<file path="src/rtl/uart_frame_assembler_if.sv">
// Byte-in / frame-out bundle between UART_RX, the frame assembler and its consumer.
interface uart_frame_assembler_if #(
  parameter int unsigned FFT_SIZE    = 16,
  parameter int unsigned WORD_SIZE   = 16,
  parameter int unsigned DATA_LENGTH = 8
);
  localparam int unsigned FRAME_W = FFT_SIZE * WORD_SIZE;

  logic [DATA_LENGTH-1:0] i_byte;
  logic                   i_byte_valid;
  logic                   i_frame_ack;
  logic [FRAME_W-1:0]     o_words;
  logic                   o_frame_valid;
  logic                   o_busy;
  logic                   o_timeout_err;
  logic                   o_overrun_err;

  // Producer/consumer side: supplies bytes and acks, observes the frame.
  modport master (
    output i_byte, i_byte_valid, i_frame_ack,
    input  o_words, o_frame_valid, o_busy, o_timeout_err, o_overrun_err
  );

  // Assembler side.
  modport slave (
    input  i_byte, i_byte_valid, i_frame_ack,
    output o_words, o_frame_valid, o_busy, o_timeout_err, o_overrun_err
  );
endinterface

</file>
<file path="src/rtl/uart_frame_assembler.sv">
// Reassembles a UART byte stream into FFT_SIZE words (low byte first) and
// presents each complete frame through a valid/ack double-buffered output.
module uart_frame_assembler #(
  parameter int unsigned FFT_SIZE       = 16,
  parameter int unsigned WORD_SIZE      = 16,
  parameter int unsigned DATA_LENGTH    = 8,
  parameter int unsigned TIMEOUT_CYCLES = 34720
) (
  input  logic                    i_clk,
  input  logic                    i_rst_n,
  uart_frame_assembler_if.slave   bus
);

  localparam int unsigned BPW         = WORD_SIZE / DATA_LENGTH;
  localparam int unsigned FRAME_BYTES = FFT_SIZE * BPW;
  localparam int unsigned FRAME_W     = FRAME_BYTES * DATA_LENGTH;
  localparam int unsigned IDX_W       = (FRAME_BYTES > 1) ? $clog2(FRAME_BYTES) : 1;
  localparam int unsigned IDLE_W      = (TIMEOUT_CYCLES > 1) ? $clog2(TIMEOUT_CYCLES) : 1;
  localparam logic [IDX_W-1:0]  LAST_IDX  = IDX_W'(FRAME_BYTES - 1);
  localparam logic [IDLE_W-1:0] IDLE_LAST = IDLE_W'(TIMEOUT_CYCLES - 1);

  typedef enum logic {
    IDLE,
    COLLECT
  } state_t;

  state_t              state_q, state_d;
  logic [IDX_W-1:0]    idx_q, idx_d;
  logic [IDLE_W-1:0]   idle_q, idle_d;
  logic [FRAME_W-1:0]  asm_q, asm_d;
  logic                frame_done_c;
  logic                timeout_c;
  logic                load_c;
  logic                overrun_c;
  logic                valid_d;

  // Assembly FSM: byte placement, index/idle bookkeeping, completion and timeout.
  always_comb begin
    state_d      = state_q;
    idx_d        = idx_q;
    idle_d       = idle_q;
    asm_d        = asm_q;
    frame_done_c = 1'b0;
    timeout_c    = 1'b0;

    // Flat byte n lands at bit n*DATA_LENGTH, i.e. word n/BPW lane n%BPW.
    if (bus.i_byte_valid) begin
      for (int unsigned n = 0; n < FRAME_BYTES; n++) begin
        if (idx_q == IDX_W'(n)) asm_d[n*DATA_LENGTH +: DATA_LENGTH] = bus.i_byte;
      end
    end

    case (state_q)
      IDLE: begin
        if (bus.i_byte_valid) begin
          idle_d = '0;
          if (idx_q == LAST_IDX) begin
            frame_done_c = 1'b1;
            idx_d        = '0;
          end else begin
            idx_d   = idx_q + IDX_W'(1);
            state_d = COLLECT;
          end
        end
      end
      COLLECT: begin
        if (bus.i_byte_valid) begin
          idle_d = '0;
          if (idx_q == LAST_IDX) begin
            frame_done_c = 1'b1;
            idx_d        = '0;
            state_d      = IDLE;
          end else begin
            idx_d = idx_q + IDX_W'(1);
          end
        end else if (idle_q == IDLE_LAST) begin
          timeout_c = 1'b1;
          idx_d     = '0;
          idle_d    = '0;
          state_d   = IDLE;
        end else begin
          idle_d = idle_q + IDLE_W'(1);
        end
      end
      default: state_d = IDLE;
    endcase
  end

  // Output handshake: an ack frees the slot before a completing frame tries to load.
  always_comb begin
    load_c    = frame_done_c && (!bus.o_frame_valid || bus.i_frame_ack);
    overrun_c = frame_done_c && !load_c;
    valid_d   = bus.o_frame_valid;
    if (bus.i_frame_ack) valid_d = 1'b0;
    if (load_c)          valid_d = 1'b1;
    if (overrun_c)       valid_d = 1'b1;
  end

  always_ff @(posedge i_clk or negedge i_rst_n) begin
    if (!i_rst_n) begin
      state_q <= IDLE;
      idx_q   <= '0;
      idle_q  <= '0;
      asm_q   <= '0;
    end else begin
      state_q <= state_d;
      idx_q   <= idx_d;
      idle_q  <= idle_d;
      asm_q   <= asm_d;
    end
  end

  always_ff @(posedge i_clk or negedge i_rst_n) begin
    if (!i_rst_n) begin
      bus.o_words       <= '0;
      bus.o_frame_valid <= 1'b0;
      bus.o_busy        <= 1'b0;
      bus.o_timeout_err <= 1'b0;
      bus.o_overrun_err <= 1'b0;
    end else begin
      if (load_c) bus.o_words <= asm_d;
      bus.o_frame_valid <= valid_d;
      bus.o_busy        <= (state_d == COLLECT);
      bus.o_timeout_err <= timeout_c;
      bus.o_overrun_err <= overrun_c;
    end
  end

endmodule

</file>
<file path="src/flat_wrapper.sv">
// flat-port wrapper written by rule: the top's interface ports become plain ports
module uart_frame_assembler_flat 
#(
  parameter int unsigned FFT_SIZE       = 16,
  parameter int unsigned WORD_SIZE      = 16,
  parameter int unsigned DATA_LENGTH    = 8,
  parameter int unsigned TIMEOUT_CYCLES = 34720
)
  (i_clk, i_rst_n, bus_i_byte, bus_i_byte_valid, bus_i_frame_ack, bus_o_words, bus_o_frame_valid, bus_o_busy, bus_o_timeout_err, bus_o_overrun_err);
  uart_frame_assembler_if #(.FFT_SIZE(FFT_SIZE), .WORD_SIZE(WORD_SIZE), .DATA_LENGTH(DATA_LENGTH)) bus_i ();
  input  logic i_clk;
  input  logic i_rst_n;
  input wire logic [$bits(bus_i.i_byte)-1:0] bus_i_byte;
  input wire logic [$bits(bus_i.i_byte_valid)-1:0] bus_i_byte_valid;
  input wire logic [$bits(bus_i.i_frame_ack)-1:0] bus_i_frame_ack;
  output wire logic [$bits(bus_i.o_words)-1:0] bus_o_words;
  output wire logic [$bits(bus_i.o_frame_valid)-1:0] bus_o_frame_valid;
  output wire logic [$bits(bus_i.o_busy)-1:0] bus_o_busy;
  output wire logic [$bits(bus_i.o_timeout_err)-1:0] bus_o_timeout_err;
  output wire logic [$bits(bus_i.o_overrun_err)-1:0] bus_o_overrun_err;
  assign bus_i.i_byte = bus_i_byte;
  assign bus_i.i_byte_valid = bus_i_byte_valid;
  assign bus_i.i_frame_ack = bus_i_frame_ack;
  assign bus_o_words = bus_i.o_words;
  assign bus_o_frame_valid = bus_i.o_frame_valid;
  assign bus_o_busy = bus_i.o_busy;
  assign bus_o_timeout_err = bus_i.o_timeout_err;
  assign bus_o_overrun_err = bus_i.o_overrun_err;
  uart_frame_assembler #(.FFT_SIZE(FFT_SIZE), .WORD_SIZE(WORD_SIZE), .DATA_LENGTH(DATA_LENGTH), .TIMEOUT_CYCLES(TIMEOUT_CYCLES)) u_core (.i_clk(i_clk), .i_rst_n(i_rst_n), .bus(bus_i));
endmodule
</file>
<file path="config.mk">
export PLATFORM = sky130hd
export DESIGN_NAME = uart_frame_assembler_flat
export DESIGN_NICKNAME = d
export VERILOG_FILES = /design/src/rtl/uart_frame_assembler_if.sv /design/src/rtl/uart_frame_assembler.sv /design/src/flat_wrapper.sv
export SDC_FILE = /design/constraint.sdc
export NUM_CORES = 1
export LEC_CHECK = 0
export ABC_CLOCK_PERIOD_IN_PS = 2210
export BUFFER_PORTS_ARGS = -buffer_cell sky130_fd_sc_hd__buf_2
export CORE_MARGIN = 2
export CORE_UTILIZATION = 43
export DETAILED_ROUTE_END_ITERATION = 10
export HOLD_SLACK_MARGIN = 0.12
export SETUP_SLACK_MARGIN = 0.02
export SLEW_MARGIN = 20
export SYNTH_ARGS = -nofsm -noshare
export SYNTH_HDL_FRONTEND = slang
export SYNTH_SLANG_ARGS = --single-unit
</file>
<file path="constraint.sdc">
create_clock -name i_clk -period 2.21 [get_ports i_clk]
set_input_delay 0.221 -clock i_clk [delete_from_list [all_inputs] [get_ports i_clk]]
set_output_delay 0.221 -clock i_clk [all_outputs]
set_load 0.05 [all_outputs]
</file>
# --- After elaboration in Yosys (flattened, before gate mapping) ---
# Cells that the tools add are included.
totals:
  out_inout_bits: 260
  wordCells: 108
  inputBits: 12
  regBits: 537
op_classes:
  n_reduce_logical: 8
  muxes: 55
  add_sub_neg: 2
  eq_ne: 34
  n_bitwise: 1
ops:
  columns: ["cell", "count"]
  rows:
  - ["$mux W256", 1]
  - ["$mux W8", 32]
  - ["$eq A5 B5 Y1 const B", 16]
  - ["$mux W16", 3]
  - ["$eq A5 B4 Y1 const B", 8]
  - ["$pmux W16 S2", 1]
  - ["$eq A5 B3 Y1 const B", 4]
  - ["$mux W5", 4]
  - ["$add A16 B1 Y16 const B", 1]
  - ["$eq A16 B16 Y1 const B", 1]
  - ["$mux W1", 12]
  - ["$eq A5 B2 Y1 const B", 2]
  - ["$pmux W5 S2", 1]
  - ["$add A5 B1 Y5 const B", 1]
  - ["$eq A5 B1 Y1 const B", 1]
  - ["$logic_not A5 Y1", 1]
  - ["$ne A3 B3 Y1 const B", 1]
  - ["$reduce_bool A3 Y1", 1]
  - ["$logic_and A1 B1 Y1", 2]
  - ["$logic_not A1 Y1", 2]
  - ["$ne A2 B2 Y1 const B", 1]
  - ["$pmux W1 S2", 1]
  - ["$reduce_and A2 Y1", 1]
  - ["$logic_or A1 B1 Y1", 1]
  - ["$not A1 Y1", 1]

# --- Depth between registers and ports, before layout ---
logic_depth:
  depth_word: 7
  mapped_depth: 7
  mapped_depth_nobuf: 7

# --- Least setup slack after synthesis ---
# OpenSTA, ideal clock, no wires.
synth_timing:
  path_kind: "reg-to-reg"
  startpoint: "register u_core.idx_q[0]"
  endpoint: "register u_core.bus.o_words[135]"
  slack_ps: -1
  setup_time_ps: 125
  path_buffers: 2
  arrival_time_ps: 2086
  t_required_ps: 2085
  synth_period_minus_slack_ps: 2211
  stages_incl_launch_ff: 8
  cell_sequence: "dfrtp_1 > ha_1 > and3_1 > ha_1 > nand3_1 > clkbuf_1 > clkbuf_1 > mux2_2"
synth_via:
  elab_chain_len: 4
  word_cells_on_any_way: 7
  classes_between: "eq/ne (2); mux (4); reduce/logical (1)"
synth_lines:
  columns: ["item", "line", "text"]
  rows:
  - ["start: declaration", "uart_frame_assembler.sv:28", "logic [IDX_W-1:0] idx_q, idx_d;"]
  - ["start signal: assignment", "uart_frame_assembler.sv:107", "idx_q <= idx_d;"]
  - ["$eq A5 B5 Y1", "uart_frame_assembler.sv:57, uart_frame_assembler.sv:69", null]
  - ["$mux W1", "uart_frame_assembler.sv:57, uart_frame_assembler.sv:69", null]
  - ["$mux W1", "uart_frame_assembler.sv:55, uart_frame_assembler.sv:67", null]
  - ["$logic_and A1 B1 Y1", "uart_frame_assembler.sv:91", "load_c = frame_done_c && (!bus.o_frame_valid || bus.i_frame_ack);"]
  - ["end signal: assignment", "uart_frame_assembler.sv:121", "if (load_c) bus.o_words <= asm_d;"]
  - ["end: declaration", "uart_frame_assembler_if.sv:27", "output o_words, o_frame_valid, o_busy, o_timeout_err, o_overrun_err"]
# Several ways; a longest one is shown, not always the timed one.
# A chain may end at the register's enable or synchronous reset.

# --- Worst setup path in the final report ---
layout_timing:
  startpoint: "register u_core.idx_q[0]"
  endpoint: "register u_core.bus.o_words[150]"
layout_via:
  word_cells_on_any_way: 7
  classes_between: "eq/ne (2); mux (4); reduce/logical (1)"
layout_lines:
  columns: ["item", "line", "text"]
  rows:
  - ["$eq A5 B5 Y1", "uart_frame_assembler.sv:49", "if (idx_q == IDX_W'(n)) asm_d[n*DATA_LENGTH +: DATA_LENGTH] = bus.i_byte;"]
  - ["$mux W8", "uart_frame_assembler.sv:49", null]
  - ["$mux W256", "uart_frame_assembler.sv:47", "if (bus.i_byte_valid) begin"]
  - ["via u_core.asm_d[150]", "uart_frame_assembler.sv:30", "logic [FRAME_W-1:0] asm_q, asm_d;"]
# The timed path passes the listed nets, and every way through them passes these cells.

==> out/results.ini <==
[sta]
fin_skew_ns=0.01113
max_freq_mhz=475.5
setup_violations=0
slew_viol_final=0
period_needed_ns=2.103
whs_ns=0.1377
finalCritPeriodShare_pct=95.16
worst_slew_margin_rel_pct=27.28
final_hold_viol_count=0
max_slew.worst_pin.slew_ns=1.091
rsz0062_at_grt=yes

[clock_network]
cts_root_buf=clkbuf_16
tritoncts=done
clk_pin_slew_worst_paths_ns=0.06
cts_buffers=55
clkSinkCount=529
htree_levels=2
cts.path.max_buffers=3
clk_latency_ns=0.59

[drt]
drc=11
drt_iter0_markers=553
wl_microns=48110
vias=11643
drt_pass1_iterations=7
drt.antenna.violating_nets=0
wl_per_cell_microns=21.29
avgViaCountPerCell=5.152

[worst_setup_path]
path_max_fanout=8
worstPathArrival_ns=2.57
worstSetupPathType=reg -> reg
crit_required_ns=2.68
start_kind=flip-flop
worstSetupEndpointType=flip-flop

[grt]
grt-ovfl-total=0
grt_max_degree=72
first_global_vias=12297
grtUsageTotal_pct=19.78
antenna_found_initial=0
grt_pass1_wl_microns=74820

[power_and_ir_drop]
p_per_area_nw_per_um2=1036
power.leakage_nw=13.24
vdd_drop_max_v=0.0006465

[floorplanning]
dieArea_sq_um=49070
coreArea_sq_um=46650
io_pins=272
placement_rows=79
die_w_microns=221.5
die-height_microns=221.5
start_util_pct=43.61

[cells_and_area]
antennaDiodeCount=0
final_area_sq_um=25270
area_growth_pct=24.22
n_fill_cell=3906
num-nets-final=1630
post-route-util_pct=54.17
drive_above_1_share_pct=59.17

[synthesis]
synth_ff_type=dfrtp_1
synth_cells=1262
yosysUniqueCellTypes=48
synth_nets=1281
avgSynthCellArea_sq_um=16.12
ys_seq_area_share_pct=65.06
synth_edf_count=0
async_flop_share_pct=100.0
ys_warn_count=0
syn-cell-area_sq_um=20350
ys_seq_elements=529

[outcome]
outcome=finished, violations left
violations=design-rule violations

[run]
drv_cap=0

[place]
dp_hpwl_microns=30870
gp_congestion=0.7765
placed_area_sq_um=23330
port_buffers=271

[hold_path]
hold_class=in -> async

-- cell usage after synthesis (8+ instances only) --
master | instances | share of area (%)
nor2_2 | 17 | 0.52
nor2_1 | 8 | 0.15
buf_2 | 18 | 0.44
mux2_2 | 499 | 28
clkbuf_1 | 38 | 0.70
nand2b_1 | 8 | 0.25
nand2_1 | 15 | 0.28
dfrtp_1 | 529 | 65
nand3_1 | 13 | 0.32
nor4_1 | 8 | 0.25
-- state kept, by name, summed over array words and instances (netlist names) --
signal / count
u_core.asm_q: 248
u_core.bus.o_frame_valid: 1
u_core.bus.o_overrun_err: 1
u_core.bus.o_timeout_err: 1
u_core.bus.o_words: 256
u_core.idle_q: 16
u_core.idx_q: 5
u_core.state_q: 1
-- cell families after synthesis --
logic type | Yosys count | synth area share [%]
XOR/XNOR | 3 | 0.1292
buffers and inverters | 77 | 1.716
adder cells (fa/ha/maj) | 7 | 0.4305
AO/OA/AOI/OAI | 35 | 1.279
AND/OR/NAND/NOR | 107 | 3.432
flip-flops | 529 | 65.06
multiplexers | 504 | 27.95
-- worst max-delay path, cell delays in order (launching register included) --
cell and delay [ns]:
dfrtp_1 0.44, inv_2 0.09, ha_2 0.18, inv_1 0.15, nor4_4 0.32, buf_12 0.18, mux2_2 0.34, mux2_2 0.26
-- layer usage --
layer | routed length, microns | track usage, %
met1 | 22040 | 27.74
met2 | 22650 | 31.15
met3 | 2459 | 4.439
met4 | 956 | 5.580
met5 | 0 | 0
-- final cells by class --
| type | instances | area (sq um) | share of cell area [%] |
|---|---|---|---|
| Inverter | 8 | 30.03 | 0.1188 |
| Multi-Input combinational cell | 656 | 6799 | 26.90 |
| Tap cell | 607 | 759.5 | 3.005 |
| Timing Repair Buffer | 361 | 2636 | 10.43 |
| Clock inverter | 14 | 157.7 | 0.6238 |
| Clock buffer | 85 | 1652 | 6.535 |
| Sequential cell | 529 | 13240 | 52.38 |
-- power breakdown --
part | switching [mW] | total [mW] | internal (mW)
combinational | 2.54 | 4.65 | 2.12
sequential | 0.609 | 12.3 | 11.7
clock | 3.72 | 9.19 | 5.47
total | 6.87 | 26.2 | 19.3
-- cell usage in the layout, fill, tap and decap left out, drive strengths merged, types with 2 or more instances in the layout --
cell type	n
ha	7
a21o	4
xor2	2
nor3b	5
dlygate4sd3	5
nand4	4
nor2	26
a211oi	2
or2	2
or3	2
o21a	4
bufinv	3
and4	3
o31ai	7
inv	9
dfrtp	529
nand2	15
nand3	13
and3	3
nand3b	3
o21ai	7
nor4	10
buf	355
clkbuf	86
mux2	504
nand2b	9
o311ai	4
nor3	8
clkinv	9
a22o	4
-- what timing repair did --
action	CTS	global route
hold buffers	5	0
pin swaps	0	2
cloned	0	1
setup buffers	2	1
gates resized for setup	1	10
hold endpoints to repair	397	0
endpoints found under the setup margin	51	113
-- stage by stage --
stage | power [mW] | instances | setup WS [ns] | TNS, ns
final | 26.18 | 2260 | 0.1069 | 0
after global routing | 27.49 | 2260 | -0.006037 | -0.01096
after CTS | 26.51 | 2258 | 0.05872 | 0
after detailed placement | 17.17 | 2152 | -0.03400 | -0.3283
after global placement | 16.98 | 2152 | -0.01890 | -0.1326
after floorplan | 15.77 | 1262 | -0.0007119 | -0.04271
-- worst paths after layout --
kind | slack, ns | start | depth (start not counted) | to
max | 0.11 | u_core.idx_q[0] | 7 | u_core.bus.o_words[150]
min | 0.14 | i_rst_n | 2 | u_core.bus.o_words[11]
max reg2reg | 0.11 | u_core.idx_q[0] | 7 | u_core.bus.o_words[150]
min reg2reg | 0.49 | u_core.asm_q[1] | 1 | u_core.asm_q[1]
max in group asynchronous | 1.22 | i_rst_n | 4 | u_core.bus.o_words[163]
min in group i_clk | 0.19 | bus_i_byte[3] | 2 | u_core.asm_q[83]
Note: power is estimated with default switching activity, not from simulation.
